`src/rtl/numlock_pkg.sv`:
```
// numlock_pkg
//   Shared definitions for the number-lock entry controller:
//   - state_t : controller FSM state, 2-bit encoding (IDLE=0, OPEN=1,
//               WAIT_ACK=2, LOCK=3)
//   - DEF_*   : default values for the controller parameters
package numlock_pkg;

    typedef enum logic [1:0] {
        ST_IDLE     = 2'd0,
        ST_OPEN     = 2'd1,
        ST_WAIT_ACK = 2'd2,
        ST_LOCK     = 2'd3
    } state_t;

    localparam int DEF_DEBOUNCE_TICKS = 4;
    localparam int DEF_OPEN_TICKS     = 6;
    localparam int DEF_MAX_BAD        = 3;
    localparam int DEF_LOCKOUT_TICKS  = 10;
    localparam int DEF_TIMER_W        = 16;

endpackage

```
`src/rtl/numlock_debouncer.sv`:
```
// numlock_debouncer
//   Brings one raw asynchronous button into the clock domain, debounces it
//   against the slow tick, and flags each 0->1 change of the debounced level.
//   Ports:
//     i_Clk   - clock, rising edge
//     i_reset - synchronous active-high reset
//     i_tick  - slow time-base enable (one Clk wide)
//     i_btn   - raw asynchronous button
//     o_rise  - high for one Clk when the debounced level goes 0->1
module numlock_debouncer
    import numlock_pkg::*;
#(
    parameter int DEBOUNCE_TICKS = DEF_DEBOUNCE_TICKS
) (
    input  logic i_Clk,
    input  logic i_reset,
    input  logic i_tick,
    input  logic i_btn,
    output logic o_rise
);

    localparam int CNT_W = $clog2(DEBOUNCE_TICKS + 1);

    logic             r_sync1;
    logic             r_sync2;
    logic             r_level;
    logic             r_level_d;
    logic [CNT_W-1:0] r_cnt;

    always_ff @(posedge i_Clk) begin
        if (i_reset) begin
            r_sync1   <= 1'b0;
            r_sync2   <= 1'b0;
            r_level   <= 1'b0;
            r_level_d <= 1'b0;
            r_cnt     <= '0;
        end else begin
            r_sync1   <= i_btn;
            r_sync2   <= r_sync1;
            r_level_d <= r_level;
            // Any return to the current level restarts the stability count,
            // so a bounce must be absent for a full run of ticks.
            if (r_sync2 == r_level) begin
                r_cnt <= '0;
            end else if (i_tick) begin
                if (r_cnt == CNT_W'(DEBOUNCE_TICKS - 1)) begin
                    r_level <= r_sync2;
                    r_cnt   <= '0;
                end else begin
                    r_cnt <= r_cnt + CNT_W'(1);
                end
            end
        end
    end

    assign o_rise = r_level & ~r_level_d;

endmodule

```
`src/rtl/numlock_entry_ctrl.sv`:
```
// numlock_entry_ctrl
//   Sequencer between the board buttons / tick source and the number-lock SM.
//   Debounces U/Z into symbol pulses (colliding presses dropped), times the
//   OPENING dwell with a level timerout handshake, counts bad attempts and
//   enforces a timed lockout during which all entry is ignored.
//   Ports:
//     i_Clk, i_reset          - clock / synchronous active-high reset
//     i_tick                  - slow time-base enable
//     i_btn_u, i_btn_z        - raw buttons
//     i_q_opening, i_q_bad    - one-hot state bits fed back from the SM
//     o_u_pulse, o_z_pulse    - one-Clk symbol pulses
//     o_collision             - one-Clk pulse when U and Z press together
//     o_timerout              - high in WAIT_ACK until q_opening drops
//     o_lockout               - high while locked out
//     o_bad_count             - bad attempts so far
//     o_timer_value           - remaining ticks of OPEN / LOCK phase, else 0
module numlock_entry_ctrl
    import numlock_pkg::*;
#(
    parameter int DEBOUNCE_TICKS = DEF_DEBOUNCE_TICKS,
    parameter int OPEN_TICKS     = DEF_OPEN_TICKS,
    parameter int MAX_BAD        = DEF_MAX_BAD,
    parameter int LOCKOUT_TICKS  = DEF_LOCKOUT_TICKS,
    parameter int TIMER_W        = DEF_TIMER_W
) (
    input  logic                           i_Clk,
    input  logic                           i_reset,
    input  logic                           i_tick,
    input  logic                           i_btn_u,
    input  logic                           i_btn_z,
    input  logic                           i_q_opening,
    input  logic                           i_q_bad,
    output logic                           o_u_pulse,
    output logic                           o_z_pulse,
    output logic                           o_collision,
    output logic                           o_timerout,
    output logic                           o_lockout,
    output logic [$clog2(MAX_BAD+1)-1:0]   o_bad_count,
    output logic [TIMER_W-1:0]             o_timer_value
);

    localparam int BC_W = $clog2(MAX_BAD + 1);

    state_t             r_state;
    state_t             w_next;
    logic [TIMER_W-1:0] r_timer;
    logic [BC_W-1:0]    r_bad;
    logic [BC_W-1:0]    w_bad_inc;
    logic               r_q_open_d;
    logic               r_q_bad_d;
    logic               w_open_rise;
    logic               w_bad_rise;
    logic               w_timer_last;
    logic               w_u_rise;
    logic               w_z_rise;
    logic               r_u_pulse;
    logic               r_z_pulse;
    logic               r_collision;

    // ---------------- buttons ----------------
    numlock_debouncer #(.DEBOUNCE_TICKS(DEBOUNCE_TICKS)) u_deb_u (
        .i_Clk   (i_Clk),
        .i_reset (i_reset),
        .i_tick  (i_tick),
        .i_btn   (i_btn_u),
        .o_rise  (w_u_rise)
    );

    numlock_debouncer #(.DEBOUNCE_TICKS(DEBOUNCE_TICKS)) u_deb_z (
        .i_Clk   (i_Clk),
        .i_reset (i_reset),
        .i_tick  (i_tick),
        .i_btn   (i_btn_z),
        .o_rise  (w_z_rise)
    );

    always_ff @(posedge i_Clk) begin
        if (i_reset) begin
            r_u_pulse   <= 1'b0;
            r_z_pulse   <= 1'b0;
            r_collision <= 1'b0;
        end else begin
            r_u_pulse   <= w_u_rise & ~w_z_rise & ~o_lockout;
            r_z_pulse   <= w_z_rise & ~w_u_rise & ~o_lockout;
            r_collision <= w_u_rise &  w_z_rise & ~o_lockout;
        end
    end

    assign o_u_pulse   = r_u_pulse;
    assign o_z_pulse   = r_z_pulse;
    assign o_collision = r_collision;

    // ---------------- SM feedback edges ----------------
    always_ff @(posedge i_Clk) begin
        if (i_reset) begin
            r_q_open_d <= 1'b0;
            r_q_bad_d  <= 1'b0;
        end else begin
            r_q_open_d <= i_q_opening;
            r_q_bad_d  <= i_q_bad;
        end
    end

    assign w_open_rise  = i_q_opening & ~r_q_open_d;
    assign w_bad_rise   = i_q_bad & ~r_q_bad_d;
    assign w_timer_last = i_tick && (r_timer == TIMER_W'(1));
    assign w_bad_inc    = (r_bad == BC_W'(MAX_BAD)) ? r_bad : r_bad + BC_W'(1);

    // ---------------- FSM ----------------
    always_ff @(posedge i_Clk) begin
        if (i_reset) r_state <= ST_IDLE;
        else         r_state <= w_next;
    end

    always_comb begin
        w_next = r_state;
        case (r_state)
            ST_IDLE: begin
                // OPENING outranks a simultaneous bad attempt
                if (w_open_rise)
                    w_next = ST_OPEN;
                else if (w_bad_rise && (w_bad_inc == BC_W'(MAX_BAD)))
                    w_next = ST_LOCK;
            end
            ST_OPEN: begin
                // early exit outranks a final tick on the same cycle
                if (!i_q_opening)      w_next = ST_IDLE;
                else if (w_timer_last) w_next = ST_WAIT_ACK;
            end
            ST_WAIT_ACK: begin
                if (!i_q_opening) w_next = ST_IDLE;
            end
            ST_LOCK: begin
                if (w_timer_last) w_next = ST_IDLE;
            end
            default: w_next = ST_IDLE;
        endcase
    end

    always_comb begin
        o_timerout = (r_state == ST_WAIT_ACK);
        o_lockout  = (r_state == ST_LOCK);
    end

    // ---------------- shared timer and bad counter ----------------
    // A load on state entry takes priority over a tick on the same cycle,
    // so ticks are only counted from the cycle after entry.
    always_ff @(posedge i_Clk) begin
        if (i_reset) begin
            r_timer <= '0;
            r_bad   <= '0;
        end else begin
            case (r_state)
                ST_IDLE: begin
                    if (w_open_rise) begin
                        r_timer <= TIMER_W'(OPEN_TICKS);
                        r_bad   <= '0;
                    end else if (w_bad_rise) begin
                        r_bad <= w_bad_inc;
                        if (w_next == ST_LOCK)
                            r_timer <= TIMER_W'(LOCKOUT_TICKS);
                    end
                end
                ST_OPEN: begin
                    if (!i_q_opening)
                        r_timer <= '0;
                    else if (i_tick && (r_timer != '0))
                        r_timer <= r_timer - TIMER_W'(1);
                end
                ST_LOCK: begin
                    if (i_tick && (r_timer != '0))
                        r_timer <= r_timer - TIMER_W'(1);
                    if (w_timer_last)
                        r_bad <= '0;
                end
                default: ;
            endcase
        end
    end

    assign o_bad_count   = r_bad;
    assign o_timer_value = r_timer;

endmodule

```
`config.mk`:
```
export PLATFORM = sky130hd
export DESIGN_NAME = numlock_entry_ctrl
export DESIGN_NICKNAME = d
export VERILOG_FILES = /design/src/rtl/numlock_pkg.sv /design/src/rtl/numlock_debouncer.sv /design/src/rtl/numlock_entry_ctrl.sv
export SDC_FILE = /design/constraint.sdc
export NUM_CORES = 1
export LEC_CHECK = 0
export ABC_AREA = 1
export CAP_MARGIN = 40
export CORE_MARGIN = 2
export CORE_UTILIZATION = 50
export DETAILED_ROUTE_END_ITERATION = 7
export GPL_TIMING_DRIVEN = 0
export PLACE_DENSITY = 0.82
export SLEW_MARGIN = 10
export SYNTH_ARGS = -nofsm -noshare
export SYNTH_HDL_FRONTEND = slang
export SYNTH_SLANG_ARGS = --single-unit
```
`constraint.sdc`:
```
create_clock -name i_Clk -period 1.95 [get_ports i_Clk]
set_input_delay 0.39 -clock i_Clk [delete_from_list [all_inputs] [get_ports i_Clk]]
set_output_delay 0.39 -clock i_Clk [all_outputs]
set_load 0.02 [all_outputs]
```
==> results of run 1 <==
timing repair:
action                     4_1_cts  5_1_grt
pin swaps                        0        4
gates resized for setup         10       21
gates cloned                     0        0
setup endpoints to repair       17       15
hold buffers                     0        0
buffers inserted                 1        5
state kept, by name, indices dropped and copies added (netlist names), 2 cells and up:
name,count
u_deb_z.r_cnt,3
o_timer_value,16
o_bad_count,2
r_state,2
u_deb_u.r_cnt,3
power by group:
| group | switching, mW | internal [mW] | leakage, nW |
|---|---|---|---|
| Combinational | 0.518 | 0.360 | 0.814 |
| Sequential | 0.0474 | 0.840 | 0.319 |
| Clock | 0.308 | 0.255 | 0.0443 |
| Total | 0.873 | 1.46 | 1.18 |
stage by stage:
step | utilization | setup WS (ps) | hold slack (ps) | cell area, um2 | instances
3_5_place_dp | 0.610 | -370 | 401 | 2470 | 385
4_1_cts | 0.640 | 38.7 | 413 | 2590 | 394
3_3_place_gp | 0.610 | -383 | 390 | 2470 | 385
2_1_floorplan | - | 49.2 | 388 | 2130 | 307
5_1_grt | 0.665 | -33.1 | 424 | 2700 | 399
6_report | 0.665 | 112 | 409 | 2700 | 399
layout by cell type, fill, tap and decap left out, types with 5 or more instances in the layout:
cell / n
nand2_1: 67
clkdlybuf4s50_1: 24
nor3_1: 7
nand2_2: 10
nor2_1: 42
nor2_2: 7
dfxtp_1: 37
a21oi_2: 9
buf_4: 5
nand3_1: 11
clkbuf_8: 5
a21oi_1: 13
o2111ai_1: 5
inv_1: 33
o21ai_0: 13
layout make-up:
class,count,area [um2]
repair buffers,34,337
multi-input cells,223,1210
clock buffers,5,68.8
fillers,355,1360
plain buffers,9,67.6
well taps,50,62.6
inverters,36,138
clock inverters,3,25.0
flip-flops and latches,39,786
synthesized netlist by cell type (5+ instances only):
library cell	instances	area, um2
nand2_1	69	259
inv_1	35	131
nor2_1	49	184
a21oi_1	14	70.1
dfxtp_1	39	781
clkbuf_1	5	18.8
o21ai_0	14	70.1
nand3_1	11	55.1
a21oi_2	8	70.1
o2111ai_1	5	43.8
nand2_2	8	50.1
nor3_1	7	35.0
kinds of logic (layout without fill, tap and decap cells):
logic type | Yosys count | count (layout) | share of synthesized area
buffers and inverters | 45 | 87 | 0.0945
AOI/OAI and AO/OA | 53 | 53 | 0.164
DFF | 39 | 39 | 0.366
and+or+nand+nor | 160 | 160 | 0.327
xor gates and xnor gates | 6 | 6 | 0.0246
adders and majority gates | 4 | 4 | 0.0235
metal layers:
layer / wire length [um] / part of all wire / track usage
met2: 2460 / 0.49 / 0.376
met4: 116 / 0.023 / 0.105
met3: 276 / 0.055 / 0.0523
met5: 0 / 0 / 0
met1: 2200 / 0.44 / 0.255
worst max path at each step:
stage | cells past startpoint | to | start | slack (ps)
final | 1 | o_timer_value[5] | o_timer_value[5] | 110
after CTS | 10 | o_timer_value[13] | o_timer_value[0] | 40
after global routing | 8 | o_timer_value[2] | r_state[0] | -30
after global placement | 11 | o_timer_value[8] | i_q_opening | -380
after detailed placement | 11 | o_timer_value[8] | i_q_opening | -370
after floorplan | 12 | o_timer_value[12] | o_timer_value[0] | 50
==> impl_metrics.py, run 1 <==
metrics = {
    "synth": {
        "synth.distinct_cells": 33,
        "synth_seq_cells": 39,
        "syn_area_um2": 2130,
        "syn_inst": 307,
        "synth-edff-count": 0,
        "async_flop_share": 0,
        "synth-seq-area-share": 0.366,
        "avgSynthCellArea_um2": 6.94,
        "synthFlopType": "dfxtp_1",
        "syn_nets": 318,
        "yosysWarnings": 0,
    },
    "global_route": {
        "antenna_found_initial": 0,
        "grt_max_degree": 15,
        "gr-total-overflow": 0,
        "grt_pass1_wl_um": 8560,
        "grt_use_total": 0.219,
        "grt_pass1_vias": 2022,
    },
    "run": {
        "drv_cap": 0,
    },
    "timing": {
        "relSlewSlack": 0.558,
        "worst_pin_slew_ps": 663,
        "fin_crit_ps": 1840,
        "finalMaxSlewViolations": 0,
        "fmax_mhz": 544,
        "setup_tns_ps": 0,
        "worst_clock_skew_ps": 7.21,
        "fin_crit_sh": 0.942,
        "setup_viol": 0,
        "hold_violations": 0,
    },
    "hold_path": {
        "hold_class": "reg2reg",
        "whs_path_depth": 2,
        "min_to": "u_deb_u.r_sync2",
        "min-delay-start": "u_deb_u.r_sync1",
    },
    "power_and_ir_drop": {
        "p_total_mw": 2.33,
        "power_density_nw_per_um2": 863,
        "power.leakage_nw": 1.18,
        "vdd_drop_max_uv": 458,
    },
    "floorplanning": {
        "die_height_um": 69.3,
        "die_w_um": 69.3,
        "dieArea_um2": 4800,
        "ioPinCount": 30,
        "std_cell_rows": 23,
        "start_util": 0.525,
        "core-area_um2": 4060,
    },
    "place": {
        "hpwl_um": 3710,
        "place_congestion": 0.924,
        "port_buffers": 28,
    },
    "route": {
        "routedWlPerCell_um": 12.7,
        "drc": 0,
        "wl_um": 5060,
        "ant_nets": 0,
        "drtIter0Drc": 130,
        "vias": 2139,
        "dr.pass1.iters": 4,
        "routed_via_density": 5.36,
    },
    "critical_path": {
        "path_class": "reg2out",
        "arrival_ps": 1450,
        "crit_required_ps": 1560,
        "start_kind": "register",
        "crit_path_end_kind": "primary output",
        "crit_family": "buffers and inverters",
        "crit_chain": "clkdlybuf4s50_1",
        "cp_num_buf_inv": 1,
        "crit_fanout": 6,
        "r2r-end": "o_timer_value[15]",
        "critPathSlowestCell": "clkdlybuf4s50_1",
        "reg2reg_slack_ps": 120,
        "r2r_start": "o_timer_value[0]",
        "r2r_cells": 10,
        "crit_path_max_incr_delay_ps": 660,
    },
    "clock_tree": {
        "path_clk_slew_ps": 80,
        "clock-sinks": 39,
        "cts_tree": "done",
        "cts_buffers": 5,
        "insertion_delay_ps": 300,
        "clk_path_buf_depth": 2,
        "h-tree-depth": 2,
        "clock-root-buffer": "clkbuf_8",
    },
    "cells_and_area": {
        "syn_to_final_growth_pct": 26.6,
        "antennaDiodeCount": 0,
        "drive_gt1_frac": 0.186,
        "nNetsFinal": 359,
    },
    "run_status": {
        "status": "finished clean",
    },
}
Note: power is estimated with default switching activity, not from simulation.
==> inputs of run 2 (changes only) <==
--- a/config.mk
+++ b/config.mk
@@ -6,7 +6,6 @@
 export NUM_CORES = 1
 export LEC_CHECK = 0
 export ABC_AREA = 1
-export CAP_MARGIN = 40
 export CORE_MARGIN = 2
 export CORE_UTILIZATION = 50
 export DETAILED_ROUTE_END_ITERATION = 7
==> constraint.sdc (replaced) <==
create_clock -name i_Clk -period 1.9 [get_ports i_Clk]
set_input_delay 0.38 -clock i_Clk [delete_from_list [all_inputs] [get_ports i_Clk]]
set_output_delay 0.38 -clock i_Clk [all_outputs]
set_load 0.02 [all_outputs]
==> run 2 against run 1 <==
Net effect:
- die area unchanged
- sequential cell count did not move
- setup slack worse by 33 ps
- first-iteration DRC count rose by 47%
- critical path depth unchanged
- final cell count is the same
- core utilization did not move
- combinational power grew 2.9%
- clock power up 4.4%
- hold slack better by 1.4 ps
- register-to-register slack about the same
==> impl_metrics.py, run 2 (synthesized netlist as in run 1, its figures left out) <==
metrics = {
    "floorplanning": {
        "core-area_um2": 4060,
        "start_util": 0.525,
        "std_cell_rows": 23,
        "die_height_um": 69.3,
        "die_w_um": 69.3,
        "ioPinCount": 30,
        "dieArea_um2": 4800,
    },
    "place": {
        "dp_cells": 385,
        "place_congestion": 0.985,
        "port_buffers": 28,
        "hpwl_um": 3490,
    },
    "timing": {
        "fin_crit_ps": 1820,
        "relSlewSlack": 0.565,
        "fmax_mhz": 549,
        "finalMaxSlewViolations": 0,
        "setup_tns_ps": 0,
        "fin_crit_sh": 0.958,
        "worst_clock_skew_ps": 8.35,
        "rsz0062_at_grt": "yes",
        "worst_pin_slew_ps": 653,
        "hold_violations": 0,
        "setup_viol": 0,
    },
    "clock_tree": {
        "clk_path_buf_depth": 2,
        "h-tree-depth": 2,
        "clock-root-buffer": "clkbuf_8",
        "path_clk_slew_ps": 90,
        "clock-sinks": 39,
        "cts_tree": "done",
        "cts_buffers": 5,
        "insertion_delay_ps": 300,
        "postCtsHoldBufs": 0,
    },
    "cells_and_area": {
        "n_fill_cell": 366,
        "drive_gt1_frac": 0.206,
        "final_cells": 399,
        "multiInputGateArea_um2": 1210,
        "syn_to_final_growth_pct": 26.6,
        "layout_common_cells": "nand2_1, nor2_1, inv_1",
        "regArea_um2": 792,
        "antennaDiodeCount": 0,
        "layout_commonest_cell": "nand2_1",
        "largest_reg_flops": 16,
        "nNetsFinal": 359,
    },
    "power_and_ir_drop": {
        "power_frac_clock": 0.245,
        "seqPwrFrac": 0.380,
        "vdd_drop_max_uv": 534,
        "p_sw_frac": 0.375,
        "p_total_mw": 2.40,
        "power.leakage_nw": 1.18,
        "power.switching_mw": 0.902,
        "pwr-share-comb": 0.375,
        "power_density_nw_per_um2": 890,
        "p_int_mw": 1.50,
    },
    "route": {
        "drtIter0Drc": 191,
        "routedWlPerCell_um": 12.4,
        "ant_nets": 0,
        "routed_via_density": 5.28,
        "drc": 0,
        "vias": 2107,
        "dr.pass1.iters": 4,
        "wl_um": 4950,
    },
    "global_route": {
        "grt_pass1_vias": 1854,
        "grt_pass1_wl_um": 8070,
        "grt_max_degree": 15,
        "grt_use_total": 0.207,
        "gr-total-overflow": 0,
        "antenna_found_initial": 0,
    },
    "critical_path": {
        "arrival_ps": 1440,
        "crit_path_max_incr_delay_ps": 660,
        "crit_path_end_kind": "primary output",
        "cp_num_buf_inv": 1,
        "path_class": "reg2out",
        "critPathSlowestCell": "clkdlybuf4s50_1",
        "crit_required_ps": 1520,
        "crit_chain": "clkdlybuf4s50_1",
        "crit_family": "buffers and inverters",
        "start_kind": "register",
        "crit_fanout": 6,
    },
    "run": {
        "drv_cap": 0,
    },
    "hold_path": {
        "hold_class": "reg2reg",
    },
    "run_status": {
        "status": "finished clean",
    },
}
[run 2: final timing paths]
kind	startpoint	endpoint	slack, ps	cells past startpoint
max reg2reg	o_timer_value[11]	o_timer_value[12]	120	13
min	u_deb_z.r_sync1	u_deb_z.r_sync2	410	2
max	o_timer_value[13]	o_timer_value[13]	80	1
min reg2reg	u_deb_z.r_sync1	u_deb_z.r_sync2	410	2
[run 2: power groups by stage]
stage | Combinational [mW] | Clock, mW | Sequential [mW]
after floorplan | 0.562 | 0 | 0.958
after global placement | 0.783 | 0 | 0.927
after detailed placement | 0.800 | 0 | 0.927
after CTS | 0.867 | 0.597 | 0.909
after global routing | 0.995 | 0.638 | 0.920
final | 0.902 | 0.588 | 0.913
[run 2: layout make-up]
cell class              instances  area share
clock buffers                   5      0.0255
flip-flops and latches         39       0.293
repair buffers                 34       0.125
plain buffers                   9      0.0255
multi-input cells             223       0.447
well taps                      50      0.0232
inverters                      36      0.0510
clock inverters                 3     0.00927
[run 2: metal layers]
layer  wire length (um)  track usage  vias to the layer above
met2               2300        0.338                       64
met4                 64       0.0763                        0
li1                   -            -                     1067
met1               2270        0.266                      970
met5                  0            0                        -
met3                313       0.0494                        6
[run 2: through the flow]
stage	area [um2]	worst slack, ps	utilization	hold slack, ps
floorplan	2130	94.2	-	388
global route	2700	-34.8	0.665	419
CTS	2630	12.1	0.648	409
finish	2700	79.4	0.665	410
global placement	2480	-425	0.610	390
detailed placement	2480	-427	0.610	399
[run 2: repair_timing]
| action | in CTS | in global routing |
|---|---|---|
| resized for setup | 10 | 27 |
| endpoints found under the setup margin | 14 | 15 |
| pin swaps | 3 | 4 |
| setup buffers | 3 | 3 |
